==> src/rtl/regbank_pkg.sv <==
// regbank_pkg: shared state encoding, default widths and the hardwired-zero register index.
package regbank_pkg;
  localparam int DATA_W_DEF = 8;
  localparam int ADDR_W_DEF = 5;
  localparam logic [ADDR_W_DEF-1:0] ZERO_REG = 5'd0;
  typedef enum logic [2:0] {
    IDLE = 3'd0,
    RD_A = 3'd1,
    RD_B = 3'd2,
    EXEC = 3'd3,
    WB   = 3'd4
  } state_t;
endpackage

==> src/rtl/regbank_seq_if.sv <==
// regbank_seq_if: decoder, ALU and register-bank signals of the sequencer.
interface regbank_seq_if import regbank_pkg::*; #(
  parameter int DATA_W = DATA_W_DEF,
  parameter int ADDR_W = ADDR_W_DEF
) ();
  logic              start;
  logic [ADDR_W-1:0] rs1;
  logic [ADDR_W-1:0] rs2;
  logic [ADDR_W-1:0] rd;
  logic              wr_en;
  logic              busy;
  logic              ops_valid;
  logic [DATA_W-1:0] op_a;
  logic [DATA_W-1:0] op_b;
  logic [DATA_W-1:0] result;
  logic              result_valid;
  logic              done;
  logic              err;
  logic [ADDR_W-1:0] rb_sel;
  logic [DATA_W-1:0] rb_data_in;
  logic              rb_write;
  logic [DATA_W-1:0] rb_data_out;
  modport slave (
    input  start, rs1, rs2, rd, wr_en, result, result_valid, rb_data_out,
    output busy, ops_valid, op_a, op_b, done, err, rb_sel, rb_data_in, rb_write
  );
  modport master (
    output start, rs1, rs2, rd, wr_en, result, result_valid, rb_data_out,
    input  busy, ops_valid, op_a, op_b, done, err, rb_sel, rb_data_in, rb_write
  );
endinterface

==> src/rtl/regbank_seq_exec_watchdog.sv <==
// exec_watchdog: saturating EXEC-cycle timer that flags expiry at TIMEOUT-1 (TIMEOUT=0 disables it).
module exec_watchdog #(
  parameter int TIMEOUT = 64
) (
  input  logic clk,
  input  logic rst_n,
  input  logic clr,
  input  logic en,
  output logic expire
);
  localparam int W = TIMEOUT > 0 ? $clog2(TIMEOUT + 1) : 1;
  logic [W-1:0] cnt;
  always_ff @(posedge clk or negedge rst_n)
    if (!rst_n) cnt <= '0;
    else if (clr) cnt <= '0;
    else if (en && cnt != '1) cnt <= cnt + 1'b1;
  assign expire = (TIMEOUT != 0) && (cnt == W'(TIMEOUT - 1));
endmodule

==> src/rtl/regbank_seq.sv <==
// regbank_seq: reads two operands through the single-port bank, hands them to the ALU,
// waits for the result and writes it back unless the destination is r0.
module regbank_seq import regbank_pkg::*; #(
  parameter int DATA_W  = DATA_W_DEF,
  parameter int ADDR_W  = ADDR_W_DEF,
  parameter int TIMEOUT = 64
) (
  input logic          clk,
  input logic          rst_n,
  regbank_seq_if.slave bus
);
  state_t            state, state_n;
  logic [ADDR_W-1:0] rs1_q, rs2_q, rd_q;
  logic              wr_en_q;
  logic [DATA_W-1:0] result_q;
  logic              done_n, err_n, expire, wb_go;
  exec_watchdog #(.TIMEOUT(TIMEOUT)) u_wd (
    .clk    (clk),
    .rst_n  (rst_n),
    .clr    (state != EXEC),
    .en     (state == EXEC && !bus.result_valid),
    .expire (expire)
  );
  assign wb_go = wr_en_q && rd_q != ADDR_W'(ZERO_REG);
  always_comb begin
    state_n = state;
    done_n  = 1'b0;
    err_n   = 1'b0;
    case (state)
      IDLE: state_n = bus.start ? RD_A : IDLE;
      RD_A: state_n = RD_B;
      RD_B: state_n = EXEC;
      EXEC: begin
        // a result arriving on the expiry cycle still completes normally
        if (bus.result_valid) begin
          state_n = wb_go ? WB : IDLE;
          done_n  = !wb_go;
        end else if (expire) begin
          state_n = IDLE;
          err_n   = 1'b1;
        end
      end
      WB: begin
        state_n = IDLE;
        done_n  = 1'b1;
      end
      default: state_n = IDLE;
    endcase
  end
  always_ff @(posedge clk or negedge rst_n)
    if (!rst_n) begin
      state         <= IDLE;
      rs1_q         <= '0;
      rs2_q         <= '0;
      rd_q          <= '0;
      wr_en_q       <= 1'b0;
      result_q      <= '0;
      bus.op_a      <= '0;
      bus.op_b      <= '0;
      bus.ops_valid <= 1'b0;
      bus.done      <= 1'b0;
      bus.err       <= 1'b0;
    end else begin
      state         <= state_n;
      bus.ops_valid <= state == RD_B;
      bus.done      <= done_n;
      bus.err       <= err_n;
      if (state == IDLE && bus.start) begin
        rs1_q   <= bus.rs1;
        rs2_q   <= bus.rs2;
        rd_q    <= bus.rd;
        wr_en_q <= bus.wr_en;
      end
      if (state == RD_A) bus.op_a <= bus.rb_data_out;
      if (state == RD_B) bus.op_b <= bus.rb_data_out;
      if (state == EXEC && bus.result_valid) result_q <= bus.result;
    end
  // bank controls come straight from the state register so reset removes rb_write at once
  assign bus.busy       = state != IDLE;
  assign bus.rb_write   = state == WB;
  assign bus.rb_sel     = state == RD_A ? rs1_q : state == RD_B ? rs2_q : state == WB ? rd_q : '0;
  assign bus.rb_data_in = state == WB ? result_q : '0;
endmodule
==> src/flat_wrapper.sv <==
// flat-port wrapper written by rule: the top's interface ports become plain ports
module regbank_seq_flat import regbank_pkg::*;
#(
  parameter int DATA_W  = DATA_W_DEF,
  parameter int ADDR_W  = ADDR_W_DEF,
  parameter int TIMEOUT = 64
)
  (clk, rst_n, bus_start, bus_rs1, bus_rs2, bus_rd, bus_wr_en, bus_result, bus_result_valid, bus_rb_data_out, bus_busy, bus_ops_valid, bus_op_a, bus_op_b, bus_done, bus_err, bus_rb_sel, bus_rb_data_in, bus_rb_write);
  regbank_seq_if #(.DATA_W(DATA_W), .ADDR_W(ADDR_W)) bus_i ();
  input logic clk;
  input logic rst_n;
  input wire logic [$bits(bus_i.start)-1:0] bus_start;
  input wire logic [$bits(bus_i.rs1)-1:0] bus_rs1;
  input wire logic [$bits(bus_i.rs2)-1:0] bus_rs2;
  input wire logic [$bits(bus_i.rd)-1:0] bus_rd;
  input wire logic [$bits(bus_i.wr_en)-1:0] bus_wr_en;
  input wire logic [$bits(bus_i.result)-1:0] bus_result;
  input wire logic [$bits(bus_i.result_valid)-1:0] bus_result_valid;
  input wire logic [$bits(bus_i.rb_data_out)-1:0] bus_rb_data_out;
  output wire logic [$bits(bus_i.busy)-1:0] bus_busy;
  output wire logic [$bits(bus_i.ops_valid)-1:0] bus_ops_valid;
  output wire logic [$bits(bus_i.op_a)-1:0] bus_op_a;
  output wire logic [$bits(bus_i.op_b)-1:0] bus_op_b;
  output wire logic [$bits(bus_i.done)-1:0] bus_done;
  output wire logic [$bits(bus_i.err)-1:0] bus_err;
  output wire logic [$bits(bus_i.rb_sel)-1:0] bus_rb_sel;
  output wire logic [$bits(bus_i.rb_data_in)-1:0] bus_rb_data_in;
  output wire logic [$bits(bus_i.rb_write)-1:0] bus_rb_write;
  assign bus_i.start = bus_start;
  assign bus_i.rs1 = bus_rs1;
  assign bus_i.rs2 = bus_rs2;
  assign bus_i.rd = bus_rd;
  assign bus_i.wr_en = bus_wr_en;
  assign bus_i.result = bus_result;
  assign bus_i.result_valid = bus_result_valid;
  assign bus_i.rb_data_out = bus_rb_data_out;
  assign bus_busy = bus_i.busy;
  assign bus_ops_valid = bus_i.ops_valid;
  assign bus_op_a = bus_i.op_a;
  assign bus_op_b = bus_i.op_b;
  assign bus_done = bus_i.done;
  assign bus_err = bus_i.err;
  assign bus_rb_sel = bus_i.rb_sel;
  assign bus_rb_data_in = bus_i.rb_data_in;
  assign bus_rb_write = bus_i.rb_write;
  regbank_seq #(.DATA_W(DATA_W), .ADDR_W(ADDR_W), .TIMEOUT(TIMEOUT)) u_core (.clk(clk), .rst_n(rst_n), .bus(bus_i));
endmodule
==> config.mk <==
export PLATFORM = sky130hd
export DESIGN_NAME = regbank_seq_flat
export DESIGN_NICKNAME = d
export VERILOG_FILES = /design/src/rtl/regbank_pkg.sv /design/src/rtl/regbank_seq_if.sv /design/src/rtl/regbank_seq_exec_watchdog.sv /design/src/rtl/regbank_seq.sv /design/src/flat_wrapper.sv
export SDC_FILE = /design/constraint.sdc
export NUM_CORES = 1
export LEC_CHECK = 0
export ABC_AREA = 1
export CORE_UTILIZATION = 47
export DETAILED_ROUTE_END_ITERATION = 12
export GPL_ROUTABILITY_DRIVEN = 0
export PLACE_DENSITY = 0.79
export REMOVE_ABC_BUFFERS = 1
export SYNTH_ARGS = -nofsm -noshare
export SYNTH_HDL_FRONTEND = slang
export SYNTH_SLANG_ARGS = --single-unit
==> constraint.sdc <==
create_clock -name clk -period 1.4 [get_ports clk]
set_input_delay 0.28 -clock clk [delete_from_list [all_inputs] [get_ports clk]]
set_output_delay 0.28 -clock clk [all_outputs]
set_load 0.02 [all_outputs]
==> results.json, run 1 <==
{
  "fp.dieH_um": 73.3,
  "maxSlewHeadroom_pct": 77.0,
  "synth_cells": 272,
  "violations": "negative setup slack",
  "start_util_pct": 49.7,
  "io_pins": 70,
  "cts_sinks": 53,
  "maxCapViolations": 0,
  "avgSynthCellArea_um2": 8.80,
  "synth_cell_type_count": 26,
  "nets": 413,
  "port-buffer-count": 69,
  "synth_top_area_share_pct": 55.4,
  "clockBufferDepth": 2,
  "root_buffer": "clkbuf_8",
  "grt-ovfl-total": 0,
  "grt_util_all_layers_pct": 22.0,
  "grt_pass1_vias": 2089,
  "setup_viol": 29,
  "rows": 25,
  "final_area_mm2": 0.00369,
  "die_w_um": 73.3,
  "nFillCells": 345,
  "stdcell_count": 444,
  "fin_skew_ps": 6.41,
  "drt-initial-drc-count": 88,
  "drt_pre_antenna_iters": 5,
  "r2r_start": "u_core.state[2]",
  "fin_ws_ps": -357,
  "htreeDepth": 2,
  "via_per_inst": 4.81,
  "cts_buffers": 5,
  "yosysSeqAreaShare_pct": 55.4,
  "insertedDiodeCount": 0,
  "slew_viol_final": 0,
  "cts.reportedPaths.clkPinSlew_ps": 100,
  "area_delta_synth_final_pct": 54.1,
  "cp_max_fo": 4,
  "drt-total-wl_um": 5600,
  "slowest_delay_ps": 470,
  "dieArea_mm2": 0.00538,
  "dpl_cell_area_mm2": 0.00330,
  "drc": 0,
  "rsz0062_at_grt": "true",
  "path_cells": "nor3_4 > buf_6 > nand2_2 > o211ai_1 > buf_4",
  "worstMarginPinSlew_ps": 341,
  "power_mw": 7.17,
  "fmax_mhz": 569,
  "cp-start-kind": "flip-flop",
  "cp-end-kind": "primary output",
  "path_buf_inv": 2,
  "startpoint": "u_core.state[2]",
  "cp.required_ps": 1120,
  "core_region_area_mm2": 0.00482,
  "criticalPathCategory": "flip-flop to primary output",
  "powerDensity_mw_per_mm2": 1950,
  "cp.arrival_ps": 1480,
  "place_inst": 422,
  "tritoncts": "built",
  "synthTopCellsByArea": "dfrtp_1 (55%), nand2_1 (10%), inv_1 (6.6%)",
  "period_share_pct": 126,
  "status": "complete, but fails checks",
  "layout_common_cells": "nand2_1 (63), dfrtp_1 (52), inv_1 (39)",
  "synth_top_area_cell": "dfrtp_1",
  "final_common_cell": "nand2_1",
  "fin_tns_setup_ps": -4330,
  "routedWlPerCell_um": 12.6,
  "ir_drop_mv": 1.18,
  "grt_antenna_before_repair": 0,
  "grt_pass1_wl_um": 8950,
  "hp-class": "primary input to async pin",
  "grt_max_degree": 54,
  "fin_crit_ps": 1760,
  "layout-drive-gt1-share_pct": 28.6,
  "clkLatencyLatePin_ps": 310,
  "vias": 2135,
  "hold_viol_final": 0,
  "path_delay_family": "flip-flops",
  "syn-cell-area_mm2": 0.00239,
  "critPathSlowestCell": "dfrtp_2",
  "synth_seq_cells": 53,
  "ys_warn_count": 0,
  "ant_nets": 0,
  "p_leak_nw": 1.85,
  "dp_hpwl_um": 3560
}
==> stage by stage <==
step           hold slack, ps  util (%)  setup slack [ps]
6_report                  483      76.5              -357
3_5_place_dp              292      68.6              -495
2_1_floorplan           -15.6         -              -223
5_1_grt                   521      76.5              -431
3_3_place_gp              293      68.6              -483
4_1_cts                   490      72.6              -360
==> state kept, by name, summed over array words and instances, names as in the netlist <==
signal / cells
u_core.wr_en_q: 1
u_core.bus.done: 1
u_core.u_wd.cnt: 7
u_core.state: 3
u_core.bus.op_a: 8
u_core.rs2_q: 5
u_core.rs1_q: 5
u_core.result_q: 8
u_core.bus.ops_valid: 1
u_core.bus.err: 1
u_core.rd_q: 5
u_core.bus.op_b: 8
==> repair_timing <==
action / CTS / global route
endpoints found under the setup margin: 37 / 43
hold buffers: 1 / 0
pin swaps: 3 / 11
endpoints found under the hold margin: 53 / 0
gates resized for setup: 117 / 32
gates cloned: 0 / 2
buffers inserted: 6 / 6
==> worst paths after layout <==
kind	to	slack [ps]	cells after the start
setup reg to reg	u_core.u_wd.cnt[0]	-50	8
setup / recovery	bus_rb_sel[4]	-360	5
min in group clk	u_core.bus.op_b[0]	490	2
hold reg to reg	u_core.bus.op_b[0]	490	2
max in group asynchronous	u_core.state[2]	680	3
hold / removal	u_core.u_wd.cnt[4]	480	3
==> where the power goes <==
group          internal (mW)  switching [mW]  leakage, nW
Combinational           1.51            1.95         1.13
Sequential              2.15           0.337        0.651
Clock                  0.719           0.509       0.0687
==> synth_stat cells, drive strengths merged <==
cell,instances
o22ai,1
nor2,29
xor2,1
nand3,15
ha,1
nand4,2
nand3b,2
o211ai,3
buf,7
nor3,1
inv,45
dfrtp,53
a21oi,11
nand2,70
o21ai,30
o21bai,1
==> per-layer routing <==
layer	vias to the layer above	part of all wire, %	track usage, %
met3	12	5.1	4.39
met5	-	0	0
met2	72	51	37.7
met1	995	42	27.0
met4	0	2.1	9.62
li1	1056	-	-
==> kinds of logic after synthesis <==
logic type / Yosys count / share of synthesized area (%)
buffers and inverters: 52 / 8.79
DFF: 53 / 55.4
AOI/OAI and AO/OA: 46 / 11.3
and+or+nand+nor: 119 / 23.5
adders and majority gates: 1 / 0.523
xor gates and xnor gates: 1 / 0.366
==> final cells by class <==
type,count,area [um^2],share of cell area [%]
Multi-Input combinational cell,169,1020,27.7
Sequential cell,53,1330,36.0
Tap cell,67,83.8,2.27
Timing Repair Buffer,102,945,25.6
Clock inverter,3,68.8,1.87
Inverter,45,174,4.72
Clock buffer,5,68.8,1.87
==> worst min-delay path, cell delays in order <==
cell           delay [ps]
dlygate4sd3_1         520
buf_2                 120
buf_12                260
(Power assumes the default switching activity.)
==> inputs of run 2 (changes only) <==
Settings changed: ABC_CLOCK_PERIOD_IN_PS from default to 1400, CORE_MARGIN from default to 2.
==> run 2 against run 1 <==
Compared with the run above: die area grew 5.5%; sequential share of layout area shrank 1.5 points; critical path depth is the same; power grew 1.3%; clock-buffer cell count grew 1; largest cell class unchanged; worst hold slack gained 3.5 ps; non-clock buffer count shrank 1; the run still ends with negative setup slack left; maximum frequency shrank 1.7%; core utilization grew 3.3 points.
==> results.json, run 2 (same netlist as run 1, synthesis figures left out) <==
{
  "status": "complete, but fails checks",
  "violations": "negative setup slack",
  "slew_viol_final": 0,
  "drt-total-wl_um": 6680,
  "dpl_worst_slack_ps": -497,
  "hp-class": "primary input to async pin",
  "setup_viol": 17,
  "grt_max_degree": 54,
  "cp.arrival_ps": 1510,
  "utilization_pct": 79.8,
  "fin_skew_ps": 10.4,
  "maxSlewHeadroom_pct": 71.6,
  "rows": 25,
  "core_region_area_mm2": 0.00482,
  "cts_buffers": 5,
  "powerDensity_mw_per_mm2": 1890,
  "p_leak_nw": 1.88,
  "grt_util_all_layers_pct": 21.3,
  "insertedDiodeCount": 0,
  "cp-start-kind": "flip-flop",
  "root_buffer": "clkbuf_8",
  "r2r-end": "u_core.state[1]",
  "pwr-share-comb_pct": 53.6,
  "cts_sinks": 53,
  "fmax_mhz": 560,
  "nets": 412,
  "final_common_cell": "nand2_1",
  "fin_ws_ps": -387,
  "port-buffer-count": 69,
  "rsz0062_at_grt": "true",
  "drt-initial-drc-count": 92,
  "area_delta_synth_final_pct": 60.8,
  "grt_antenna_before_repair": 0,
  "vias": 2184,
  "grt_pass1_wl_um": 9140,
  "power.switching_mw": 3.08,
  "drc": 0,
  "fin_crit_ps": 1790,
  "routedWlPerCell_um": 15.1,
  "fp.dieH_um": 75.3,
  "rrSetupSlack_ps": -60,
  "ant_nets": 0,
  "die_w_um": 75.3,
  "ff2ff_path_depth": 8,
  "dp_hpwl_um": 3710,
  "p_int_mw": 4.19,
  "cp-end-kind": "primary output",
  "nFillCells": 321,
  "layout_common_cells": "nand2_1 (58), dfrtp_1 (51), inv_1 (39)",
  "layout-drive-gt1-share_pct": 31.6,
  "cp_max_fo": 4,
  "io_pins": 70,
  "worstMarginPinSlew_ps": 422,
  "fin_tns_setup_ps": -4810,
  "start_util_pct": 49.7,
  "top_regs": "u_core.bus.op_a (8), u_core.bus.op_b (8), u_core.result_q (8)",
  "cp.required_ps": 1120,
  "place_inst": 419,
  "seq_power_share_pct": 34.5,
  "stdcell_count": 443,
  "cts.reportedPaths.clkPinSlew_ps": 90,
  "clockBufferDepth": 2,
  "p_sw_share_pct": 42.4,
  "htreeDepth": 2,
  "criticalPathCategory": "flip-flop to primary output",
  "crit_end": "bus_rb_sel[0]",
  "holdWs_ps": 487,
  "drt_pre_antenna_iters": 4,
  "r2r_start": "u_core.state[1]",
  "tritoncts": "built",
  "grt-ovfl-total": 0,
  "startpoint": "u_core.state[2]",
  "period_share_pct": 128,
  "dieArea_mm2": 0.00568,
  "grt_pass1_vias": 2077,
  "clkLatencyLatePin_ps": 310,
  "ir_drop_mv": 1.24,
  "maxCapViolations": 0,
  "via_per_inst": 4.93,
  "hold_viol_final": 0,
  "clock_power_share_pct": 11.9
}
## run 2: how the worst min path moves through the flow
stage | start | end | slack [ps] | depth (start not counted)
floorplan | rst_n | u_core.bus.done | -20 | 0
global placement | rst_n | u_core.u_wd.cnt[6] | 290 | 2
detailed placement | rst_n | u_core.u_wd.cnt[4] | 290 | 2
CTS | u_core.bus.op_b[2] | u_core.bus.op_b[2] | 490 | 2
global route | u_core.bus.op_b[2] | u_core.bus.op_b[2] | 510 | 2
finish | rst_n | u_core.u_wd.cnt[4] | 490 | 3
## run 2: metrics by stage
stage	power (mW)	area (um^2)
final	7.27	3850
after global routing	7.70	3850
after CTS	6.63	3570
after detailed placement	5.62	3310
after global placement	5.53	3310
after floorplan	4.13	2350
## run 2: repair_timing
| action | in CTS | in global routing |
|---|---|---|
| hold buffers | 1 | 0 |
| gates cloned | 0 | 4 |
| hold endpoints to repair | 53 | 0 |
| setup endpoints to repair | 37 | 49 |
| buffers inserted | 8 | 6 |
| resized for setup | 142 | 46 |
| pin swaps | 9 | 8 |
## run 2: layout make-up
type                            count  area [um^2]  area share [%]
Clock buffer                        6         72.6            1.89
Clock inverter                      2         15.0           0.390
Inverter                           45          174            4.52
Multi-Input combinational cell    169         1140            29.5
Sequential cell                    53         1330            34.5
Tap cell                           67         83.8            2.18
Timing Repair Buffer              101         1040            26.9
## run 2: power groups by stage
stage	clock network (mW)	registers [mW]	logic, mW
after floorplan	0	2.75	1.37
after global placement	0	2.48	3.05
after detailed placement	0	2.49	3.13
after CTS	0.876	2.46	3.29
after global routing	0.935	2.56	4.20
final	0.866	2.51	3.90
## run 2: per-layer routing
layer	GRT usage, %	wire length, um
met5	0	0
met4	8.58	160
met3	4.37	328
met2	36.9	3560
met1	26.2	2630
## run 2: worst max-delay path: stages (launching register included)
cell and delay (ps):
dfrtp_2 470, nor3_4 250, buf_6 150, nand2_2 40
o211ai_1 90, buf_4 190
==> inputs of run 3 (changes only) <==
Settings changed: GPL_ROUTABILITY_DRIVEN 0 to 1.
==> results of run 3 <==
Final layout, timing and power as in run 2 (identical DEF).
